## src/rtl/mem_stage_access_pkg.sv

```systemverilog
// Shared constants and types for the MEM stage: datapath widths, FSM encoding, timeout default.
// Combinational helper classifies an EX/MEM memory request as illegal.
package mem_stage_access_pkg;
    localparam int N                   = 32;
    localparam int REG_FILE_ADDR_LEN   = 5;
    localparam int MEM_TIMEOUT_DEFAULT = 255;

    typedef enum logic [1:0] {MS_IDLE, MS_REQ, MS_WAIT} mem_state_t;

    // Loads and stores are word-only; asking for both at once is meaningless.
    function automatic logic is_illegal(input logic rd, input logic wr, input logic [1:0] lsb);
        return (rd & wr) | ((rd | wr) & (lsb != 2'b00));
    endfunction
endpackage

```

## src/rtl/mem_stage_access_if.sv

```systemverilog
// req/gnt/rvalid data-memory bus. master = MEM stage, slave = memory.
interface mem_stage_access_if;
    logic                          req;
    logic                          we;
    logic [mem_stage_access_pkg::N-1:0] addr;
    logic [mem_stage_access_pkg::N-1:0] wdata;
    logic                          gnt;
    logic                          rvalid;
    logic [mem_stage_access_pkg::N-1:0] rdata;

    modport master (output req, we, addr, wdata, input gnt, rvalid, rdata);
    modport slave  (input req, we, addr, wdata, output gnt, rvalid, rdata);
endinterface

```

## src/rtl/mem_stage_access_watchdog.sv

```systemverilog
// Access watchdog: counts busy cycles, flags the cycle in which the LIMIT-th busy cycle occurs.
// Zero latency on tc; no backpressure.
module mem_stage_access_watchdog #(
    parameter int LIMIT = 255
) (
    input  logic clk,
    input  logic rstn,
    input  logic clr,
    input  logic en,
    output logic tc
);
    localparam int W = $clog2(LIMIT + 1);

    logic [W-1:0] count;

    always_ff @(posedge clk or negedge rstn) begin
        if (!rstn) begin
            count <= '0;
        end else if (clr) begin
            count <= '0;
        end else if (en) begin
            count <= count + W'(1);
        end
    end

    assign tc = en && (count == W'(LIMIT - 1));
endmodule

```

## src/rtl/mem_stage_access.sv

```systemverilog
// MEM stage + MEM/WB register: runs loads/stores on the memory bus, 1-cycle latency for non-memory ops.
// Freezes upstream combinationally while an access is in flight; aborts with mem_err on timeout.
module mem_stage_access
    import mem_stage_access_pkg::*;
#(
    parameter int MEM_TIMEOUT = MEM_TIMEOUT_DEFAULT
) (
    input  logic                         clk,
    input  logic                         rstn,
    input  logic                         WB_EN_IN,
    input  logic                         MEM_R_EN_IN,
    input  logic                         MEM_W_EN_IN,
    input  logic [N-1:0]                 PCIn,
    input  logic [N-1:0]                 ALUResIn,
    input  logic [N-1:0]                 STValIn,
    input  logic [REG_FILE_ADDR_LEN-1:0] destIn,
    mem_stage_access_if.master           mem,
    output logic                         mem_freeze,
    output logic                         mem_err,
    output logic                         WB_EN,
    output logic                         MEM_R_EN,
    output logic [N-1:0]                 PC,
    output logic [N-1:0]                 ALURes,
    output logic [N-1:0]                 MEMRes,
    output logic [REG_FILE_ADDR_LEN-1:0] dest
);
    mem_state_t state, state_nxt;

    logic                         cap_wb, cap_w;
    logic [N-1:0]                 cap_pc, cap_addr, cap_wdata;
    logic [REG_FILE_ADDR_LEN-1:0] cap_dest;

    logic is_mem_op, illegal, accept, tc;
    logic done_store, done_load, abort;

    assign is_mem_op = MEM_R_EN_IN | MEM_W_EN_IN;
    assign illegal   = is_illegal(MEM_R_EN_IN, MEM_W_EN_IN, ALUResIn[1:0]);
    assign accept    = (state == MS_IDLE) && is_mem_op && !illegal;

    mem_stage_access_watchdog #(.LIMIT(MEM_TIMEOUT)) u_watchdog (
        .clk  (clk),
        .rstn (rstn),
        .clr  (accept),
        .en   (state != MS_IDLE),
        .tc   (tc)
    );

    always_ff @(posedge clk or negedge rstn) begin
        if (!rstn) begin
            state <= MS_IDLE;
        end else begin
            state <= state_nxt;
        end
    end

    // Completion beats timeout when both land in the same cycle, except a load gnt,
    // which would still need a WAIT cycle the watchdog no longer allows.
    always_comb begin
        state_nxt  = state;
        mem_freeze = 1'b0;
        done_store = 1'b0;
        done_load  = 1'b0;
        abort      = 1'b0;
        case (state)
            MS_IDLE: begin
                if (accept) begin
                    mem_freeze = 1'b1;
                    state_nxt  = MS_REQ;
                end
            end
            MS_REQ: begin
                if (mem.gnt && cap_w) begin
                    done_store = 1'b1;
                    state_nxt  = MS_IDLE;
                end else if (tc) begin
                    abort     = 1'b1;
                    state_nxt = MS_IDLE;
                end else begin
                    mem_freeze = 1'b1;
                    if (mem.gnt) begin
                        state_nxt = MS_WAIT;
                    end
                end
            end
            MS_WAIT: begin
                if (mem.rvalid) begin
                    done_load = 1'b1;
                    state_nxt = MS_IDLE;
                end else if (tc) begin
                    abort     = 1'b1;
                    state_nxt = MS_IDLE;
                end else begin
                    mem_freeze = 1'b1;
                end
            end
            default: state_nxt = MS_IDLE;
        endcase
    end

    assign mem.req   = (state == MS_REQ);
    assign mem.we    = cap_w;
    assign mem.addr  = cap_addr;
    assign mem.wdata = cap_wdata;

    always_ff @(posedge clk or negedge rstn) begin
        if (!rstn) begin
            cap_wb    <= 1'b0;
            cap_w     <= 1'b0;
            cap_pc    <= '0;
            cap_addr  <= '0;
            cap_wdata <= '0;
            cap_dest  <= '0;
        end else if (accept) begin
            cap_wb    <= WB_EN_IN;
            cap_w     <= MEM_W_EN_IN;
            cap_pc    <= PCIn;
            cap_addr  <= ALUResIn;
            cap_wdata <= STValIn;
            cap_dest  <= destIn;
        end
    end

    // Default is a bubble: enables drop, data fields hold.
    always_ff @(posedge clk or negedge rstn) begin
        if (!rstn) begin
            WB_EN    <= 1'b0;
            MEM_R_EN <= 1'b0;
            PC       <= '0;
            ALURes   <= '0;
            MEMRes   <= '0;
            dest     <= '0;
            mem_err  <= 1'b0;
        end else begin
            WB_EN    <= 1'b0;
            MEM_R_EN <= 1'b0;
            mem_err  <= 1'b0;
            if (state == MS_IDLE && !is_mem_op) begin
                WB_EN  <= WB_EN_IN;
                PC     <= PCIn;
                ALURes <= ALUResIn;
                MEMRes <= '0;
                dest   <= destIn;
            end else if (state == MS_IDLE && illegal) begin
                PC      <= PCIn;
                ALURes  <= ALUResIn;
                MEMRes  <= '0;
                dest    <= destIn;
                mem_err <= 1'b1;
            end else if (done_store || done_load) begin
                WB_EN    <= cap_wb;
                MEM_R_EN <= done_load;
                PC       <= cap_pc;
                ALURes   <= cap_addr;
                MEMRes   <= done_load ? mem.rdata : '0;
                dest     <= cap_dest;
            end else if (abort) begin
                mem_err <= 1'b1;
            end
        end
    end
endmodule

```

## src/flat_wrapper.sv

```systemverilog
// flat-port wrapper written by rule: the top's interface ports become plain ports
module mem_stage_access_flat import mem_stage_access_pkg::*;
#(
    parameter int MEM_TIMEOUT = MEM_TIMEOUT_DEFAULT
)
  (clk, rstn, WB_EN_IN, MEM_R_EN_IN, MEM_W_EN_IN, PCIn, ALUResIn, STValIn, destIn, mem_freeze, mem_err, WB_EN, MEM_R_EN, PC, ALURes, MEMRes, dest, mem_req, mem_we, mem_addr, mem_wdata, mem_gnt, mem_rvalid, mem_rdata);
  mem_stage_access_if mem_i ();
  input  logic clk;
  input  logic rstn;
  input  logic WB_EN_IN;
  input  logic MEM_R_EN_IN;
  input  logic MEM_W_EN_IN;
  input  logic [N-1:0] PCIn;
  input  logic [N-1:0] ALUResIn;
  input  logic [N-1:0] STValIn;
  input  logic [REG_FILE_ADDR_LEN-1:0] destIn;
  output logic mem_freeze;
  output logic mem_err;
  output logic WB_EN;
  output logic MEM_R_EN;
  output logic [N-1:0] PC;
  output logic [N-1:0] ALURes;
  output logic [N-1:0] MEMRes;
  output logic [REG_FILE_ADDR_LEN-1:0] dest;
  output wire logic [$bits(mem_i.req)-1:0] mem_req;
  output wire logic [$bits(mem_i.we)-1:0] mem_we;
  output wire logic [$bits(mem_i.addr)-1:0] mem_addr;
  output wire logic [$bits(mem_i.wdata)-1:0] mem_wdata;
  input wire logic [$bits(mem_i.gnt)-1:0] mem_gnt;
  input wire logic [$bits(mem_i.rvalid)-1:0] mem_rvalid;
  input wire logic [$bits(mem_i.rdata)-1:0] mem_rdata;
  assign mem_req = mem_i.req;
  assign mem_we = mem_i.we;
  assign mem_addr = mem_i.addr;
  assign mem_wdata = mem_i.wdata;
  assign mem_i.gnt = mem_gnt;
  assign mem_i.rvalid = mem_rvalid;
  assign mem_i.rdata = mem_rdata;
  mem_stage_access #(.MEM_TIMEOUT(MEM_TIMEOUT)) u_core (.clk(clk), .rstn(rstn), .WB_EN_IN(WB_EN_IN), .MEM_R_EN_IN(MEM_R_EN_IN), .MEM_W_EN_IN(MEM_W_EN_IN), .PCIn(PCIn), .ALUResIn(ALUResIn), .STValIn(STValIn), .destIn(destIn), .mem(mem_i), .mem_freeze(mem_freeze), .mem_err(mem_err), .WB_EN(WB_EN), .MEM_R_EN(MEM_R_EN), .PC(PC), .ALURes(ALURes), .MEMRes(MEMRes), .dest(dest));
endmodule
```

## config.mk

```make
export PLATFORM = sky130hd
export DESIGN_NAME = mem_stage_access_flat
export DESIGN_NICKNAME = d
export VERILOG_FILES = /design/src/rtl/mem_stage_access_pkg.sv /design/src/rtl/mem_stage_access_if.sv /design/src/rtl/mem_stage_access_watchdog.sv /design/src/rtl/mem_stage_access.sv /design/src/flat_wrapper.sv
export SDC_FILE = /design/constraint.sdc
export NUM_CORES = 1
export LEC_CHECK = 0
export BUFFER_PORTS_ARGS = -buffer_cell sky130_fd_sc_hd__buf_4
export CAP_MARGIN = 0
export CORE_MARGIN = 2
export CORE_UTILIZATION = 54
export DETAILED_ROUTE_END_ITERATION = 6
export PLACE_DENSITY = 0.83
export REMOVE_ABC_BUFFERS = 1
export SLEW_MARGIN = 20
export SYNTH_ARGS = -nofsm -noshare
export SYNTH_HDL_FRONTEND = slang
export SYNTH_HIERARCHICAL = 1
export SYNTH_SLANG_ARGS = --single-unit
```

## constraint.sdc

```tcl
create_clock -name clk -period 3.7 [get_ports clk]
set_clock_uncertainty 0.15 [all_clocks]
set_input_delay 0.185 -clock clk [delete_from_list [all_inputs] [get_ports clk]]
set_output_delay 0.185 -clock clk [all_outputs]
set_load 0.01 [all_outputs]
```

==> results by group, run 1 <==
Status
  – Status: finished, final reports clean

Route
  – Routed wl met3: 2756 um
  – Met1 Wirelength: 10,680 um
  – Antenna Nets Post-Route: 0
  – Met2 WL: 15,810 um
  – Max layer used: met4
  – Post-route DRC: 0
  – Routed Wire Length: 30,490 um
  – Drt first-iter violations: 670
  – DRT Pass-1 Iters: 5
  – Via/cell ratio: 5.629
  – Via Count: 8,320
  – Wirelength per Cell: 20.63 um

Die
  – Die height: 134.0 um
  – Die area: 0.01796 mm2
  – Row count: 47
  – I/O Pins: 311
  – Core area: 0.01658 mm2
  – Starting Density: 55.05%
  – Die Width: 134.0 um

Min path
  – Hold crit path type: in2reg

Place
  – Detailed Place HPWL: 16,530 um
  – # port buffers: 310
  – Dpl cells: 1,302
  – GP Congestion: 0.7951
  – Placed inst area: 0.01166 mm2

Pwr
  – IR drop worst, VDD: 0.0006031 V
  – Pwr Density: 854.9 mW/mm2
  – Total power: 11.78 mW
  – Static Leak: 6.561 nW

Finish
  – Fin area: 0.01378 mm2
  – Ant diodes: 0
  – Fill count: 855
  – Sequential Area: 0.005430 mm2
  – Commonest non-fill, non-tap cells in the layout: buf_4, dfrtp_1, a21oi_1, dlygate4sd3_1, nand2_1
  – Commonest non-fill, non-tap cell in the layout: buf_4
  – Layout Cells excl Fill: 1,478
  – Final Util: 83.08%
  – Share of cells above drive strength 1: 37.04%
  – Area grow syn2layout: 50.92%
  – Area of the multi-input gates: 0.003423 mm2
  – Final-stage net count: 1,394

Synthesis
  – Post-synth cell types: 34
  – Largest area contributor in the netlist: dfrtp_1
  – Yosys warning count: 6
  – Ranking of synthesized cells by area: dfrtp_1, a21oi_1, mux2_4
  – Cell Area, Synth: 0.009129 mm2
  – Post-synthesis instance total: 816
  – Top cell type's share of synthesized area: 59.48%
  – Post-synthesis register bit count: 217
  – Seq/Total Area, Yosys: 59.48%
  – Synth Area per Inst: 11.19 um2

Worst setup path
  – Crit Path Max Fanout: 41
  – Worst setup path start: u_core/state[0]$_DFFE_PN0P_
  – Launch point of the worst reg-to-reg path: u_core/state[0]$_DFFE_PN0P_
  – Worst Setup End Kind: primary output
  – Worst EP required: 3.37 ns
  – Reg2reg path depth: 6
  – CP Launch Type: flip-flop
  – WS Path Type: reg2out
  – CP endpoint: mem_freeze
  – Critical path arrival: 3.07 ns
  – Reg-to-reg endpoint: u_core/WB_EN$_DFF_PN0_
  – R2R setup slack: 0.51 ns

Timing
  – Max_slew headroom: 30.64%
  – Max-slew violation count: 0
  – FMAX: 293.4 MHz
  – Final hold vios: 0
  – Setup repair after global routing missed its margin: false
  – Slew @ Worst Pin: 1.040 ns
  – Final period util: 92.11%
  – Final setup TNS: 0 ns
  – Minimum clock period: 3.408 ns
  – Setup violators final: 0

CTS
  – Clk buf depth: 3
  – H-tree levels: 1
  – Root buffer cell: clkbuf_16
  – Clk slew on worst S/H paths: 0.06 ns
  – Post-CTS setup buffer count: 0
  – # resized after CTS: 0
  – CTS tree: done
  – Worst-Skew Late Latency: 0.50 ns
  – Cts bufs inserted: 23
  – CTS Sinks: 217

Global route
  – Largest net degree at the start of global routing: 103
  – Initial antenna violation count: 0
  – First-pass GRT wire length: 46,950 um
  – Total GRT Usage: 32.92%
  – Grt total ovfl: 0
  – Vias in the first global route: 8,887

Job
  – Max_cap viols: 0
worst max-delay path, cell delays in order, from the launching register on:
cell	delay, ns
dfrtp_1	0.41
inv_1	0.12
ha_1	0.26
inv_1	0.22
or4_4	0.83
buf_12	0.34
a21oi_1	0.18
buf_4	0.15
cell usage after synthesis:
cell type  count
dfrtp_1      217
a21oi_1      176
nand2_1      107
nor2_1        76
mux2_2        56
mux2_4        46
clkbuf_1      39
nand3_1       35
buf_2          7
ha_1           7
buf_6          6
inv_1          6
and2_1         4
buf_1          4
o21ai_0        4
nand4_1        3
or3_1          3
xor2_1         3
xnor2_1        2
a211oi_1       1
a21o_1         1
a32o_1         1
buf_4          1
nand4_4        1
nor2b_1        1
nor3_1         1
o21a_1         1
o2bb2a_1       1
o31a_1         1
o31ai_1        1
o31ai_2        1
o41ai_1        1
or2_2          1
or4_1          1
worst min path at each step:
stage                        from                             to  depth (start not counted)
after floorplan              rstn   u_core/ALURes[0]$_DFFE_PN0P_                          0
after global placement       rstn   u_core/MEMRes[5]$_DFFE_PN0P_                          1
after detailed placement     rstn  u_core/MEMRes[31]$_DFFE_PN0P_                          1
after CTS                 mem_gnt    u_core/state[0]$_DFFE_PN0P_                          5
after global routing      mem_gnt    u_core/state[0]$_DFFE_PN0P_                          5
final                     mem_gnt    u_core/state[0]$_DFFE_PN0P_                          5
layout make-up:
class	instances	area share, %
Clock buffer	32	4.859
Clock inverter	4	0.3542
Inverter	6	0.1635
Multi-Input combinational cell	536	24.85
Sequential cell	217	39.42
Tap cell	220	1.998
Timing Repair Buffer	463	28.36
through the flow:
| step | worst slack (ns) | hold WS [ns] |
|---|---|---|
| after floorplan | -1.255 | -0.2606 |
| after global placement | 0.9471 | 0.1849 |
| after detailed placement | 0.8738 | 0.1968 |
| after CTS | 0.3283 | 0.09652 |
| after global routing | 0.1753 | 0.1342 |
| final | 0.2918 | 0.1201 |
where the power goes:
part	internal, mW	leakage (nW)	switching, mW
clock network	1.32	0.357	0.929
registers	3.53	2.63	0.797
logic	2.56	3.57	2.64
total	7.41	6.56	4.37
state kept, by name, indices dropped and copies added, names as in the netlist, 2 cells and up:
signal	cells
u_core/ALURes	32
u_core/MEMRes	32
u_core/PC	32
u_core/cap_pc	32
u_core/mem.addr	32
u_core/mem.wdata	32
u_core/u_watchdog/count	8
u_core/cap_dest	5
u_core/dest	5
u_core/state	2
logic make-up (layout without fill, tap and decap cells):
group           Yosys count  after routing  share of synthesized area, %
buf+inv                  63            505                         3.221
mux                     102            102                         14.47
xor+xnor                  5              5                        0.4798
compound gates          189            189                         10.75
flops                   217            217                         59.48
simple gates            233            233                         10.64
fa+ha+maj                 7              7                        0.9594
layer usage:
layer  up-vias  track usage [%]
met1      4128            37.54
met4         0            13.68
met3        89            7.785
met5         -                0
met2       465            59.46
li1       3638                -
what timing repair did:
item	4_1_cts	5_1_grt
setup endpoints to repair	0	0
hold buffers	140	0
endpoints found under the hold margin	303	0
Note: power is estimated with default switching activity, not from simulation.
==> run 2, diff against run 1 <==
CAP_MARGIN = default   (was 0)
CORE_UTILIZATION = 50   (was 54)
PLACE_DENSITY = 0.78   (was 0.83)
clock period = 3.6 ns   (was 3.7 ns; I/O delays follow)
==> run 2 against run 1 <==
Sequential share of layout area down 0.34 points; largest power group unchanged; total power up 2.9%; highest routed layer unchanged; hold slack better by 0.016 ns; largest cell class unchanged; clock power up 8.9%; count of clock-buffer cells in the layout up 7; sequential power up 2%; via count down 3.7%.
==> results by group, run 2 (same netlist as run 1, synthesis figures left out) <==
Status
  – Status: finished, final reports clean

Die
  – Row count: 49 (+4.3%)
  – Die height: 139.1 um (+3.8%)
  – Die area: 0.01935 mm2 (+7.8%)
  – I/O Pins: 311 (unchanged)
  – Die Width: 139.1 um (+3.8%)
  – Core area: 0.01796 mm2 (+8.3%)
  – Starting Density: 50.82% (-4.2 points)

Pwr
  – Clk pwr share: 20.2% (+1.1 points)
  – Sw Ratio: 36.01% (-1.1 points)
  – IR drop worst, VDD: 0.0005534 V (-8.2%)
  – Combinational fraction of design power: 43.3% (-0.9 points)
  – Internal power: 7.756 mW (+4.7%)
  – Static Leak: 6.609 nW (+0.74%)
  – Sequential share of power: 36.5% (-0.2 points)
  – Net Sw Power: 4.365 mW (about the same)
  – Pwr Density: 872.3 mW/mm2 (+2.0%)

Timing
  – Setup repair after global routing missed its margin: false
  – Final setup TNS: 0 ns (unchanged)
  – Final period util: 91.10%
  – Slew @ Worst Pin: 1.095 ns (+0.05494 ns)
  – Max_slew headroom: 26.98% (-3.7 points)
  – WHS: 0.1357 ns (+0.01557 ns)
  – Final hold vios: 0 (unchanged)
  – Max-slew violation count: 0 (unchanged)
  – Minimum clock period: 3.280 ns
  – Setup violators final: 0 (unchanged)
  – FMAX: 304.9 MHz

Route
  – Post-route DRC: 0 (unchanged)
  – Wirelength per Cell: 18.85 um (-8.6%)
  – Antenna Nets Post-Route: 0 (unchanged)
  – DRT Pass-1 Iters: 5 (unchanged)
  – Drt first-iter violations: 415 (-38%)
  – Via/cell ratio: 5.350 (-5.0%)
  – Routed Wire Length: 28,240 um (-7.4%)
  – Via Count: 8,015 (-3.7%)

Worst setup path
  – Worst EP required: 3.27 ns (-0.10 ns)
  – Crit Path Max Fanout: 38 (-7.3%)
  – Critical path arrival: 2.95 ns (-0.12 ns)
  – WS Path Type: reg2out
  – Worst Setup End Kind: primary output
  – CP Launch Type: flip-flop

Min path
  – Hold crit path type: in2async

Global route
  – Initial antenna violation count: 0 (unchanged)
  – Grt total ovfl: 0 (unchanged)
  – Largest net degree at the start of global routing: 95 (-7.8%)
  – Vias in the first global route: 8,460 (-4.8%)
  – Total GRT Usage: 28.49% (-4.4 points)
  – First-pass GRT wire length: 44,660 um (-4.9%)

CTS
  – CTS tree: done
  – Worst-Skew Late Latency: 0.51 ns (about the same)
  – Clk slew on worst S/H paths: 0.06 ns (about the same)
  – H-tree levels: 1 (unchanged)
  – CTS Sinks: 217 (unchanged)
  – Root buffer cell: clkbuf_16
  – # resized after CTS: 0 (unchanged)
  – Cts bufs inserted: 24 (+4.3%)
  – Post-CTS setup buffer count: 0 (unchanged)
  – Clk buf depth: 3 (unchanged)

Finish
  – Ant diodes: 0 (unchanged)
  – Final Util: 77.36% (-5.7 points)
  – Commonest non-fill, non-tap cells in the layout: buf_4, dfrtp_1, a21oi_1, dlygate4sd3_1, nand2_1
  – Layout Cells excl Fill: 1,498 (+1.4%)
  – Area grow syn2layout: 52.22%
  – Final-stage net count: 1,399 (+0.36%)
  – Fill count: 1,091 (+28%)
  – Fin area: 0.01390 mm2 (+0.86%)
  – Share of cells above drive strength 1: 37.12% (+0.073 points)
  – Commonest non-fill, non-tap cell in the layout: buf_4

Place
  – Dpl cells: 1,313 (+0.84%)
  – GP Congestion: 0.8086 (+1.7%)
  – Detailed Place HPWL: 16,550 um (+0.11%)
  – Placed inst area: 0.01167 mm2 (+0.13%)
  – # port buffers: 310 (unchanged)

Job
  – Max_cap viols: 0 (unchanged)
## run 2: critical path, stage by stage (launching register included)
cell and delay (ns):
dfrtp_1 0.41, inv_1 0.12, ha_1 0.24, inv_1 0.21, or4_4 0.84, buf_4 0.34, a21oi_1 0.15, buf_4 0.14
## run 2: power by group through the flow
stage / Combinational [mW] / Sequential, mW / Clock [mW]
after CTS: 5.17 / 4.36 / 2.49
after floorplan: 2.27 / 4.68 / 0
final: 5.25 / 4.42 / 2.45
after global routing: 5.64 / 4.55 / 2.60
after detailed placement: 5.01 / 4.37 / 0
after global placement: 4.86 / 4.32 / 0
## run 2: layout make-up
| type | instances | area, um2 | share of cell area, % |
|---|---|---|---|
| multi-input cells | 536 | 3422 | 24.63 |
| repair buffers | 467 | 3931 | 28.29 |
| flip-flops and latches | 217 | 5430 | 39.08 |
| well taps | 229 | 286.5 | 2.062 |
| clock inverters | 4 | 45.04 | 0.3241 |
| inverters | 6 | 22.52 | 0.1621 |
| clock buffers | 39 | 758.2 | 5.457 |
## run 2: path summary, 6_finish.rpt
path                       depth (start not counted)  slack (ns)                         start                               end
max                                                7        0.32   u_core/state[0]$_DFFE_PN0P_                        mem_freeze
min                                                2        0.14                          rstn  u_core/mem.wdata[31]$_DFFE_PN0P_
max reg2reg                                        8        0.38   u_core/state[1]$_DFFE_PN0P_            u_core/WB_EN$_DFF_PN0_
min reg2reg                                        1        0.36  u_core/cap_pc[5]$_DFFE_PN0P_      u_core/cap_pc[5]$_DFFE_PN0P_
max in group asynchronous                          3        2.09                          rstn     u_core/MEMRes[14]$_DFFE_PN0P_
min in group clk                                   5        0.14                       mem_gnt       u_core/state[0]$_DFFE_PN0P_
## run 2: stage by stage
step / total power, mW / worst slack, ns
6_report: 12.12 / 0.3205
5_1_grt: 12.79 / 0.1361
4_1_cts: 12.02 / 0.2853
3_5_place_dp: 9.379 / 0.8163
3_3_place_gp: 9.186 / 0.8712
2_1_floorplan: 6.951 / -1.355
## run 2: routing by layer
metal	vias to the layer above	global-route usage, %	wire length (um)
li1	3653	-	-
met1	3909	34.51	10750
met2	381	49.75	14310
met3	72	6.595	2074
met4	0	10.85	1098
met5	-	0	0
## run 2: timing repair
item | in CTS | in global routing
endpoints found under the setup margin | 0 | 0
hold endpoints to repair | 296 | 0
hold buffers | 142 | 0
